[config.mk]
export PLATFORM = sky130hd
export DESIGN_NAME = alu_addsub_seq
export DESIGN_NICKNAME = d
export VERILOG_FILES = /design/src/rtl/alu_pkg.sv /design/src/rtl/alu_chunk_adder.sv /design/src/rtl/alu_addsub_seq.sv
export SDC_FILE = /design/constraint.sdc
export NUM_CORES = 1
export LEC_CHECK = 0
export BUFFER_PORTS_ARGS = -buffer_cell sky130_fd_sc_hd__buf_4
export CORE_UTILIZATION = 40
export DETAILED_ROUTE_END_ITERATION = 8
export HOLD_SLACK_MARGIN = 0.1
export PLACE_DENSITY_LB_ADDON = 0.2
export SETUP_SLACK_MARGIN = 0.1
export SLEW_MARGIN = 20
export SYNTH_ARGS = -nofsm -noshare
export SYNTH_HDL_FRONTEND = slang
export SYNTH_SLANG_ARGS = --single-unit
[constraint.sdc]
create_clock -name clk -period 3.8 [get_ports clk]
set_input_delay 0.19 -clock clk [delete_from_list [all_inputs] [get_ports clk]]
set_output_delay 0.19 -clock clk [all_outputs]
set_load 0.005 [all_outputs]
[src/rtl/alu_pkg.sv]
// Shared ALU definitions: the add/sub sequencer state encoding, the compare
// stage function codes, and the Z/V/N flag derivation used at completion.
package alu_pkg;

    // Sequencer states of the multi-cycle adder/subtractor.
    typedef enum logic [0:0] {
        IDLE = 1'b0,
        RUN  = 1'b1
    } state_t;

    // Compare-stage function codes; the comparator consumes Z/V/N under these.
    typedef enum logic [2:0] {
        ALUFUN_NE  = 3'b000,
        ALUFUN_EQ  = 3'b001,
        ALUFUN_LT  = 3'b010,
        ALUFUN_LTZ = 3'b101,
        ALUFUN_LEZ = 3'b110,
        ALUFUN_GTZ = 3'b111
    } alufun_t;

    // Flag bundle registered together with the result.
    typedef struct packed {
        logic z;
        logic v;
        logic n;
    } flags_t;

    // Derive Z/V/N from the finished result.  bx_msb is the MSB of the
    // (possibly inverted) B operand actually fed to the adder, so signed
    // overflow uses the same rule for add and subtract.  For unsigned
    // subtract the final carry-out is the inverse of the borrow.
    function automatic flags_t calc_flags(
        input logic is_zero,
        input logic s_msb,
        input logic a_msb,
        input logic bx_msb,
        input logic cout,
        input logic sign,
        input logic sub
    );
        flags_t f;
        f.z = is_zero;
        if (sign) begin
            f.v = (a_msb == bx_msb) & (s_msb != a_msb);
            f.n = s_msb;
        end else if (sub) begin
            f.v = 1'b0;
            f.n = ~cout;
        end else begin
            f.v = cout;
            f.n = 1'b0;
        end
        return f;
    endfunction

endpackage

[src/rtl/alu_chunk_adder.sv]
// CHUNK-bit combinational adder slice; the sequencer reuses one instance
// every cycle, feeding it one operand chunk plus the registered carry.
module alu_chunk_adder #(
    parameter int CHUNK = 8
) (
    input  logic [CHUNK-1:0] a,
    input  logic [CHUNK-1:0] b,
    input  logic             cin,
    output logic [CHUNK-1:0] sum,
    output logic             cout
);

    logic [CHUNK:0] total_s;

    // Full-width add with one extra bit to capture the chunk carry-out.
    always_comb begin
        total_s = {1'b0, a} + {1'b0, b} + {{CHUNK{1'b0}}, cin};
        sum     = total_s[CHUNK-1:0];
        cout    = total_s[CHUNK];
    end

endmodule

[src/rtl/alu_addsub_seq.sv]
// Multi-cycle adder/subtractor: WIDTH-bit A+B or A-B computed CHUNK bits per
// cycle through a registered ripple carry, producing S and Z/V/N flags for
// the compare stage.  WIDTH must be a multiple of CHUNK.
// Optional feature: define ALU_ADDSUB_ABORT_EN to add the abort input, which
// cancels a running operation without producing done or touching S/flags.
module alu_addsub_seq
    import alu_pkg::*;
#(
    parameter int WIDTH = 32,
    parameter int CHUNK = 8
) (
    input  logic             clk,
    input  logic             reset,
    input  logic             start,
    input  logic [WIDTH-1:0] A,
    input  logic [WIDTH-1:0] B,
    input  logic             Sub,
    input  logic             Sign,
`ifdef ALU_ADDSUB_ABORT_EN
    input  logic             abort,
`endif
    output logic             busy,
    output logic             done,
    output logic [WIDTH-1:0] S,
    output logic             Z,
    output logic             V,
    output logic             N
);

    localparam int NCH = WIDTH / CHUNK;
    localparam int IW  = (NCH > 1) ? $clog2(NCH) : 1;

    // Sequencer state and control decoded from it.
    state_t          state_r;
    state_t          state_nx_s;
    logic            load_s;
    logic            step_s;
    logic            finish_s;
    logic            abort_s;
    logic            last_s;

    // Latched operation context.
    logic [WIDTH-1:0] a_r;
    logic [WIDTH-1:0] bx_r;
    logic             carry_r;
    logic             sub_r;
    logic             sign_r;
    logic [IW-1:0]    idx_r;
    logic [WIDTH-1:0] res_r;

    // Chunk adder interface and assembled final result.
    logic [CHUNK-1:0] a_chunk_s;
    logic [CHUNK-1:0] b_chunk_s;
    logic [CHUNK-1:0] sum_s;
    logic             cout_s;
    logic [WIDTH-1:0] full_s;
    flags_t           flags_s;

    // Registered outputs.
    logic             busy_r;
    logic             done_r;
    logic [WIDTH-1:0] s_r;
    logic             z_r;
    logic             v_r;
    logic             n_r;

`ifdef ALU_ADDSUB_ABORT_EN
    assign abort_s = abort;
`else
    assign abort_s = 1'b0;
`endif

    assign last_s = (idx_r == IW'(NCH - 1));

    // Select the operand chunk addressed by the current index.
    always_comb begin
        a_chunk_s = a_r[idx_r*CHUNK +: CHUNK];
        b_chunk_s = bx_r[idx_r*CHUNK +: CHUNK];
    end

    alu_chunk_adder #(
        .CHUNK (CHUNK)
    ) u_chunk_adder (
        .a    (a_chunk_s),
        .b    (b_chunk_s),
        .cin  (carry_r),
        .sum  (sum_s),
        .cout (cout_s)
    );

    // Merge the chunk being computed this cycle into the partial result so
    // the last cycle can register S and flags without an extra stage.
    always_comb begin
        full_s                          = res_r;
        full_s[idx_r*CHUNK +: CHUNK]    = sum_s;
        flags_s = calc_flags((full_s == {WIDTH{1'b0}}), full_s[WIDTH-1],
                             a_r[WIDTH-1], bx_r[WIDTH-1], cout_s,
                             sign_r, sub_r);
    end

    // State register.
    always_ff @(posedge clk or posedge reset) begin
        if (reset) begin
            state_r <= IDLE;
        end else begin
            state_r <= state_nx_s;
        end
    end

    // Next-state and control decode; abort wins over completion.
    always_comb begin
        state_nx_s = state_r;
        load_s     = 1'b0;
        step_s     = 1'b0;
        finish_s   = 1'b0;
        case (state_r)
            IDLE: begin
                if (start) begin
                    load_s     = 1'b1;
                    state_nx_s = RUN;
                end else begin
                    state_nx_s = IDLE;
                end
            end
            RUN: begin
                if (abort_s) begin
                    state_nx_s = IDLE;
                end else begin
                    step_s = 1'b1;
                    if (last_s) begin
                        finish_s   = 1'b1;
                        state_nx_s = IDLE;
                    end else begin
                        state_nx_s = RUN;
                    end
                end
            end
            default: begin
                state_nx_s = IDLE;
            end
        endcase
    end

    // Operand latch, ripple-carry chain and partial-result accumulation.
    always_ff @(posedge clk or posedge reset) begin
        if (reset) begin
            a_r     <= {WIDTH{1'b0}};
            bx_r    <= {WIDTH{1'b0}};
            carry_r <= 1'b0;
            sub_r   <= 1'b0;
            sign_r  <= 1'b0;
            idx_r   <= {IW{1'b0}};
            res_r   <= {WIDTH{1'b0}};
        end else if (load_s) begin
            a_r     <= A;
            bx_r    <= Sub ? ~B : B;
            carry_r <= Sub;
            sub_r   <= Sub;
            sign_r  <= Sign;
            idx_r   <= {IW{1'b0}};
        end else if (step_s) begin
            res_r[idx_r*CHUNK +: CHUNK] <= sum_s;
            carry_r                     <= cout_s;
            idx_r                       <= idx_r + IW'(1);
        end
    end

    // Output registers: busy follows the next state, done pulses on the
    // completing edge, and S/flags hold until the next completion.
    always_ff @(posedge clk or posedge reset) begin
        if (reset) begin
            busy_r <= 1'b0;
            done_r <= 1'b0;
            s_r    <= {WIDTH{1'b0}};
            z_r    <= 1'b0;
            v_r    <= 1'b0;
            n_r    <= 1'b0;
        end else begin
            busy_r <= (state_nx_s == RUN);
            done_r <= finish_s;
            if (finish_s) begin
                s_r <= full_s;
                z_r <= flags_s.z;
                v_r <= flags_s.v;
                n_r <= flags_s.n;
            end
        end
    end

    assign busy = busy_r;
    assign done = done_r;
    assign S    = s_r;
    assign Z    = z_r;
    assign V    = v_r;
    assign N    = n_r;

endmodule

# Word-level counts from Yosys, hierarchy flattened
# Cells that the tools add are included.
word_totals:
  ff_bits: 138
  latch_bits: 0
  mem_bits_rw: 0
  rom_bits: 0
  inputBits: 69
  out_inout_bits: 37
  word_cells: 47
  n_memories: 0
op_classes:
  addsub: 4
  multipliers: 0
  n_div: 0
  order_cmp: 0
  n_eq_ne: 3
  shifts: 4
  muxes: 15
  bitwise: 5
  reduce_logical: 3
ops:
  columns: ["op", "count"]
  rows:
  - ["$shiftx 32x6->8", 2]
  - ["$neg 5->34", 1]
  - ["$shift 8x34->32 const A", 1]
  - ["$shiftx 8x34->32", 1]
  - ["$bwmux 32", 1]
  - ["$logic_not 32->1", 1]
  - ["$mux 32", 1]
  - ["$not 32->32", 1]
  - ["$add 8x8->9", 1]
  - ["$add 9x1->9", 1]
  - ["$mux 1", 8]
  - ["$mux 2", 4]
  - ["$not 1->1", 3]
  - ["$add 2x1->2 const B", 1]
  - ["$eq 2x2->1 const B", 1]
  - ["$pmux 1 s2", 1]
  - ["$reduce_and 2->1", 1]
  - ["$reduce_bool 2->1", 1]
  - ["$and 1x1->1", 1]
  - ["$eq 1x1->1", 1]
  - ["$ne 1x1->1", 1]

# Logic depth before layout (Yosys ltp)
# Gate-level depths: netlist (run 1).
logic_depth:
  ltp_word: 8
  mapped_depth: 11
  ltp_nobuf: 9

# By module
# From an unflattened synthesis (run 1), not the netlist that was laid out.
unflattened:
  cells_unflattened: 589
  area_unflattened_um2: 6362.4
by_module_without_submodules:
  columns: ["mod", "n_inst", "cells_each", "area_each_um2", "seq_area_each_um2"]
  rows:
  - ["alu_addsub_seq", 1, 547, 6030.8, 3278.1]
  - ["alu_chunk_adder", 1, 42, 331.6, 0.0]

# Worst setup path after synthesis (run 1)
# Ideal clock, no wire load.
synth_timing:
  path_type: "register -> register"
  startpoint: "register idx_r[0]"
  endpoint: "register v_r (netlist: V)"
  setup_time_ps: 120
  arrival_ps: 3338
  required_ps: 3680
  slack_ps: 342
  stages_incl_launch_ff: 11
  path_buffers: 2
  period_less_slack_ps: 3458
  path_cell_list: "dfrtp_1 -> buf_2 -> buf_1 -> mux4_2 -> ha_1 -> a21oi_1 -> o211ai_1 -> and3_1 -> o32ai_1 -> mux2i_1 -> a31o_1"
synth_between:
  elab_chain_cells: 8
  elab_cells_between_ends: 15
  classes_between: "add/sub: 3; eq/ne: 2; shift: 4; mux: 5; bitwise: 1"
synth_lines:
  columns: ["item", "line", "source"]
  rows:
  - ["start, declared", "alu_addsub_seq.sv:48", "logic [IW-1:0] idx_r;"]
  - ["start signal, assigned", "alu_addsub_seq.sv:152", "idx_r <= {IW{1'b0}};"]
  - ["start signal, assigned", "alu_addsub_seq.sv:160", "idx_r <= {IW{1'b0}};"]
  - ["start signal, assigned", "alu_addsub_seq.sv:164", "idx_r <= idx_r + IW'(1);"]
  - ["$shiftx 32x6->8 (on tied branches)", "alu_addsub_seq.sv:77, alu_addsub_seq.sv:78", null]
  - ["$add 8x8->9", "alu_chunk_adder.sv:17", "total_s = {1'b0, a} + {1'b0, b} + {{CHUNK{1'b0}}, cin};"]
  - ["$add 9x1->9", "alu_chunk_adder.sv:17", null]
  - ["$shiftx 8x34->32", "alu_addsub_seq.sv:95", "full_s[idx_r*CHUNK +: CHUNK] = sum_s;"]
  - ["$bwmux 32", "alu_addsub_seq.sv:95", null]
  - ["$ne 1x1->1", "alu_pkg.sv:44", "f.v = (a_msb == bx_msb) & (s_msb != a_msb);"]
  - ["$and 1x1->1", "alu_pkg.sv:44", null]
  - ["$mux 2", "alu_pkg.sv:43", "if (sign) begin"]
  - ["end signal, assigned", "alu_addsub_seq.sv:184", "v_r <= flags_s.v;"]
  - ["end, declared", "alu_addsub_seq.sv:64", "logic v_r;"]
# Several ways; a longest one is shown, not always the timed one.
# A chain may end at the register's enable or synchronous reset.

# Final worst setup path (run 1)
layout_timing:
  startpoint: "register idx_r[0]"
  endpoint: "register z_r (netlist: Z)"
layout_between:
  elab_chain_cells: 6
  elab_cells_between_ends: 12
  classes_between: "add/sub: 3; eq/ne: 1; shift: 4; mux: 3; reduce/logical: 1"
layout_lines:
  columns: ["item", "line", "source"]
  rows:
  - ["$shiftx 32x6->8 (on tied branches)", "alu_addsub_seq.sv:77, alu_addsub_seq.sv:78", null]
  - ["$add 8x8->9", "alu_chunk_adder.sv:17", null]
  - ["$add 9x1->9", "alu_chunk_adder.sv:17", null]
  - ["$shiftx 8x34->32", "alu_addsub_seq.sv:95", null]
  - ["$bwmux 32", "alu_addsub_seq.sv:95", null]
  - ["$logic_not 32->1", "alu_addsub_seq.sv:96", "flags_s = calc_flags((full_s == {WIDTH{1'b0}}), full_s[WIDTH-1],"]
  - ["end signal, assigned", "alu_addsub_seq.sv:183", "z_r <= flags_s.z;"]
  - ["end, declared", "alu_addsub_seq.sv:63", "logic z_r;"]
# Several ways; a longest one is shown, not always the timed one.

==> results of run 1 <==
==> flip-flops by register name, indices dropped and copies added (netlist names), 2 cells and up <==
| signal | flops |
|---|---|
| S | 32 |
| a_r | 32 |
| bx_r | 32 |
| idx_r | 2 |
| res_r | 25 |
==> through the flow <==
step / hold slack [ps] / instance area (sq um) / worst slack [ps] / instances
after global routing: 116.5 / 8593 / 111.9 / 948
after floorplan: 288.2 / 6385 / 112.3 / 562
after detailed placement: 391.7 / 7362 / 422.7 / 852
after CTS: 108.1 / 8593 / 297.2 / 948
after global placement: 371.3 / 7362 / 527.2 / 852
final: 106.9 / 8593 / 250.4 / 948
==> worst min-delay path: stages <==
cell	delay, ps
buf_4	80
xnor2_1	70
o21ai_0	140
==> layout make-up <==
class | instances | share of cell area
Clock inverter | 9 | 0.01194
Sequential cell | 131 | 0.3815
Tap cell | 211 | 0.03072
Clock buffer | 23 | 0.05679
Inverter | 15 | 0.006843
Timing Repair Buffer | 177 | 0.1747
Multi-Input combinational cell | 382 | 0.3375
==> path summary, 6_finish.rpt <==
check / slack, ps / cells past startpoint / startpoint / endpoint
worst max-delay path: 250 / 9 / idx_r[0] / Z
min in group asynchronous: 460 / 3 / reset / S[29]
worst min register to register: 480 / 2 / bx_r[4] / bx_r[4]
worst min-delay path: 110 / 3 / B[13] / bx_r[13]
worst max register to register: 250 / 9 / idx_r[0] / Z
max in group asynchronous: 2480 / 4 / reset / N
==> cell families after synthesis <==
logic type      after synthesis  share of synthesized area
xor+xnor                     37                    0.05311
flops                       131                     0.5134
fa+ha+maj                    14                    0.02979
mux                          52                     0.1197
simple gates                144                     0.1048
compound gates              135                     0.1456
buf+inv                      49                    0.03351
==> metal layers <==
layer,wire length [um],GRT usage,up-vias
met1,7010,0.2701,2388
met4,273,0.07820,0
li1,-,-,2330
met2,8029,0.3482,150
met5,0,0,-
met3,640,0.04823,19
==> power by group through the flow <==
stage	Clock, mW	Combinational, mW	Sequential [mW]
after CTS	1.65	4.54	2.41
after floorplan	0	3.12	2.28
after detailed placement	0	4.47	2.43
after global routing	1.72	4.98	2.49
after global placement	0	4.38	2.41
final	1.63	4.53	2.41
==> cell usage after synthesis, drive strengths merged (2+ instances only) <==
library cell  count  share of area
dfrtp           131           0.51
o41ai             3         0.0041
nand3b            2         0.0029
or4               2         0.0035
a22o              4         0.0055
nor2b             2         0.0020
a21oi            13          0.010
and2b             4         0.0063
a32o              9          0.014
nor3b             2         0.0024
ha               12          0.024
clkbuf           24          0.016
a2111oi           2         0.0067
or2               3         0.0029
o21bai            3         0.0047
mux2             35          0.062
a221oi           16          0.022
fa                2         0.0063
and4bb            2         0.0039
o31ai             2         0.0031
nor2             44          0.026
mux4             16          0.056
buf              10         0.0090
a22oi             2         0.0031
o32ai             2         0.0027
o211ai            2         0.0024
o22ai             3         0.0029
a211oi            3         0.0043
nand3             3         0.0024
xnor2            36          0.052
nand2            70          0.041
a31oi             2         0.0020
o21ai            63          0.049
inv              15         0.0088
and3              2         0.0022
nand4             2         0.0020
==> timing repair <==
item	in CTS	in global routing
setup endpoints to repair	0	0
hold buffers	64	0
setup buffers	0	0
endpoints found under the hold margin	122	0
==> results by group, run 1 <==
Timing
  • RSZ-0062 raised after global routing: no
  • Max Freq: 281.7 MHz
  • Final Max Slew Viols: 0
  • Least-Margin Pin Slew: 1018 ps
  • Post-route setup TNS: 0 ps
  • Relative slew margins: 0.3212
  • Fin. Hold Viols: 0
  • Clock skew: 12.10 ps
  • Setup violators final: 0
  • Final Cycle Share: 0.9341
  • Minimum clock period: 3550 ps

Logic synthesis
  • Mapped cell area: 0.006385 sq mm
  • Synth Instances: 562
  • Post-synthesis async set-or-reset flop share: 1.000
  • Top_reg_cell synth: dfrtp_1
  • Sequential element share of the synthesized area: 0.5134
  • Mean post-synth cell area: 11.36 sq um
  • Syn Nets: 645
  • Synth unique cells: 67
  • YS warnings: 0
  • #FFs+latches synth: 131
  • Post-synth EDFFs: 0

GRT
  • Largest net degree at the start of global routing: 100
  • Initial antenna violation count: 0
  • Vias in the first global route: 5,064
  • Overflow after GRT: 0
  • All-Layer GR Usage: 0.2106
  • Global-route wire length before repair: 26,320 um

Critical path
  • Crit path cell chain: mux4_2 > fa_1 > fa_1 > xor2_1 > o22ai_1 > nand4_1 > a2111oi_2 > nand4_1 > o31ai_2
  • Slowest stage delay, CP: 550 ps
  • Crit path launch type: flip-flop
  • Critical Path AT: 3860 ps
  • Worst path required time: 4110 ps
  • CP endpoint kind: flip-flop
  • Worst-path maximum fanout: 5
  • Cell family with most CP delay: adder cells
  • Setup Crit Path Kind: reg -> reg
  • Worst path buffer plus inverter count: 0
  • Slowest CP cell: mux4_2

Clock network
  • Worst-path clk slew: 50 ps
  • Clock Latency Late Sink: 420 ps
  • CTS tree: built
  • TritonCTS Buffers: 17
  • H-tree Lvls: 4
  • Cts repair resizes: 0
  • Clock Root Buffer: clkbuf_16
  • Clk sinks: 131
  • Clk buf depth: 2

Cells and area
  • Final design utilization: 0.5591
  • Most frequent cells in the layout: dfrtp_1, buf_4, nand2_1
  • Layout Nets: 807
  • Storage cell area: 0.003278 sq mm
  • Most common cell after layout, fill and taps aside: dfrtp_1
  • Layout cell share with drive strength beyond 1: 0.2972
  • Ant. Diodes: 0
  • Layout area overhead: 34.59%
  • Layout fillers: 1,325
  • Area of the multi-input gates: 0.002900 sq mm

Placement
  • I/O Buffers: 105
  • Gpl congestion: 0.9334
  • HPWL Detailed: 10,860 um

Routing
  • Antenna Nets Post-Route: 0
  • Drt first pass iters: 5
  • DR DRC count: 0
  • DR WL/cell: 16.83 um
  • DR vias: 4,887
  • Vias per cell: 5.155
  • Routed Wire Length: 15,950 um
  • DRT iter0 DRCs: 355

Power
  • Switching Share: 0.4306
  • Tot Pwr: 8.563 mW
  • Clock share of power: 0.190
  • Internal power: 4.876 mW
  • NetSw: 3.687 mW
  • Power per cell area: 996.5 mW/mm^2
  • Seq pwr share: 0.281
  • Comb pwr share: 0.529
  • Leakage: 3.819 nW
  • Peak supply drop: 0.5173 mV

Die
  • Die Wd: 128.3 um
  • Core Area: 0.01537 sq mm
  • Die Y: 128.3 um
  • Die Area: 0.01647 sq mm
  • Cell row count: 45
  • Initial Util: 0.4154
  • IO Count: 106

Hold path
  • Hold Crit Class: in -> reg

Run status
  • Outcome: finished, final reports clean

Run
  • Max-Cap Viols: 0
(Power assumes the default switching activity.)
==> run 2: changes to the inputs <==
--- a/config.mk
+++ b/config.mk
@@ -5,9 +5,9 @@
 export SDC_FILE = /design/constraint.sdc
 export NUM_CORES = 1
 export LEC_CHECK = 0
-export BUFFER_PORTS_ARGS = -buffer_cell sky130_fd_sc_hd__buf_4
 export CORE_UTILIZATION = 40
 export DETAILED_ROUTE_END_ITERATION = 8
+export DONT_BUFFER_PORTS = 1
 export HOLD_SLACK_MARGIN = 0.1
 export PLACE_DENSITY_LB_ADDON = 0.2
 export SETUP_SLACK_MARGIN = 0.1
==> run 2 against run 1 <==
Net effect:
- sequential power about the same
- non-clock buffer count down 100
- highest routed layer unchanged
- setup slack better by 160 ps
- combinational power down 5.5%
- routed wire length down 1.1%
- design area down 8.3%
- via count down 5.8%
- clock skew down 2.7 ps
- first-iteration DRC count down 18%
- fmax up 4.7%
==> results by group, run 2 (synthesis gave the netlist of run 1 again) <==
GRT
  • All-Layer GR Usage: 0.2096
  • Vias in the first global route: 4,771
  • Initial antenna violation count: 0
  • Largest net degree at the start of global routing: 100
  • Overflow after GRT: 0
  • Global-route wire length before repair: 25,820 um

Clock network
  • TritonCTS Buffers: 17
  • Worst-path clk slew: 60 ps
  • Clock Latency Late Sink: 420 ps
  • H-tree Lvls: 4
  • CTS tree: built
  • CTS hold repair buffers: 68
  • Post-CTS Setup Inserts: 0
  • Clock Root Buffer: clkbuf_16
  • Cts repair resizes: 0
  • Clk sinks: 131
  • Clk buf depth: 2

Routing
  • DR vias: 4,605
  • DRT iter0 DRCs: 291
  • Antenna Nets Post-Route: 0
  • DR DRC count: 0
  • Drt first pass iters: 5
  • Vias per cell: 5.437
  • DR WL/cell: 18.62 um
  • Routed Wire Length: 15,770 um

Die
  • IO Count: 106
  • Core Area: 0.01537 sq mm
  • Die Wd: 128.3 um
  • Initial Util: 0.4154
  • Die Area: 0.01647 sq mm
  • Cell row count: 45
  • Die Y: 128.3 um

Run status
  • Outcome: finished, final reports clean

Cells and area
  • Most common cell after layout, fill and taps aside: dfrtp_1
  • Layout cell share with drive strength beyond 1: 0.1824
  • Final Cell Area: 0.007881 sq mm
  • Most frequent cells in the layout: dfrtp_1, nand2_1, dlygate4sd3_1
  • Final design utilization: 0.5127
  • Ant. Diodes: 0
  • Layout Nets: 707
  • Layout area overhead: 23.44%
  • Final non-filler cell total: 847
  • Layout fillers: 1,369

Critical path
  • Critical Path AT: 3720 ps
  • Setup Crit Path Kind: reg -> reg
  • Worst-path maximum fanout: 5
  • Crit path launch type: flip-flop
  • Worst path required time: 4130 ps
  • CP endpoint kind: flip-flop

Run
  • Max-Cap Viols: 0

Power
  • Power per cell area: 1070 mW/mm^2
  • Tot Pwr: 8.429 mW
  • Peak supply drop: 0.7377 mV
  • Leakage: 3.330 nW

Timing
  • Least-Margin Pin Slew: 970.3 ps
  • Relative slew margins: 0.3532
  • Setup violators final: 0
  • Fin. Hold Viols: 0
  • Min Hold Slack: 199.6 ps
  • Final Cycle Share: 0.8924
  • Max Freq: 294.9 MHz
  • Final Max Slew Viols: 0
  • RSZ-0062 raised after global routing: no
  • Post-route setup slack: 408.9 ps
  • Clock skew: 9.367 ps
  • Minimum clock period: 3391 ps
  • Post-route setup TNS: 0 ps

Placement
  • Placement-stage cell area: 0.006569 sq mm
  • HPWL Detailed: 10,840 um
  • I/O Buffers: 0
  • Placed cells: 748
  • Dpl ws: 412.0 ps
  • Gpl congestion: 0.8578

Hold path
  • Hold Crit Class: in -> reg
==> run 2: cell types whose count changed in the layout (fill, tap and decap cells not counted), moves of 2 or more <==
cell           change
dlygate4sd3_1      +3
clkinv_2           -3
clkinvlp_4         +2
buf_4            -103
==> run 2: layout make-up <==
class / count / area, sq um / share of cell area
Sequential cell: 131 / 3278 / 0.4159
Multi-Input combinational cell: 382 / 2900 / 0.3680
Timing Repair Buffer: 77 / 758.2 / 0.09621
Clock buffer: 23 / 498.0 / 0.06318
Tap cell: 211 / 264.0 / 0.03350
Clock inverter: 8 / 123.9 / 0.01572
Inverter: 15 / 58.81 / 0.007462
==> run 2: final timing paths <==
| path | start | end | slack (ps) | cells past startpoint |
|---|---|---|---|---|
| max | idx_r[0] | Z | 410 | 9 |
| min | Sub | bx_r[19] | 200 | 3 |
| max reg2reg | idx_r[0] | Z | 410 | 9 |
| min reg2reg | bx_r[23] | bx_r[23] | 480 | 2 |
| max in group asynchronous | reset | res_r[10] | 2370 | 3 |
| min in group asynchronous | reset | S[29] | 450 | 2 |
==> run 2: where the power goes <==
part           leakage [nW]  internal [mW]  switching (mW)
clock                 0.301           1.11           0.601
sequential             1.64           2.00           0.435
combinational          1.38           1.63            2.65
==> run 2: critical path: stages (launching register included) <==
cell       delay (ps)
dfrtp_1           430
mux4_2            540
fa_1              460
fa_1              470
xor2_1            250
o22ai_1           200
nand4_1           150
a2111oi_2         410
nand4_1           150
o31ai_2           240
==> run 2: routing by layer <==
| metal | wire length (um) | share of wire | vias up | global-route usage |
|---|---|---|---|---|
| met5 | 0 | 0 | - | 0 |
| met4 | 371 | 0.024 | 0 | 0.08720 |
| met3 | 915 | 0.058 | 26 | 0.05904 |
| met2 | 7903 | 0.50 | 160 | 0.3466 |
| met1 | 6581 | 0.42 | 2288 | 0.2583 |
| li1 | - | - | 2131 | - |
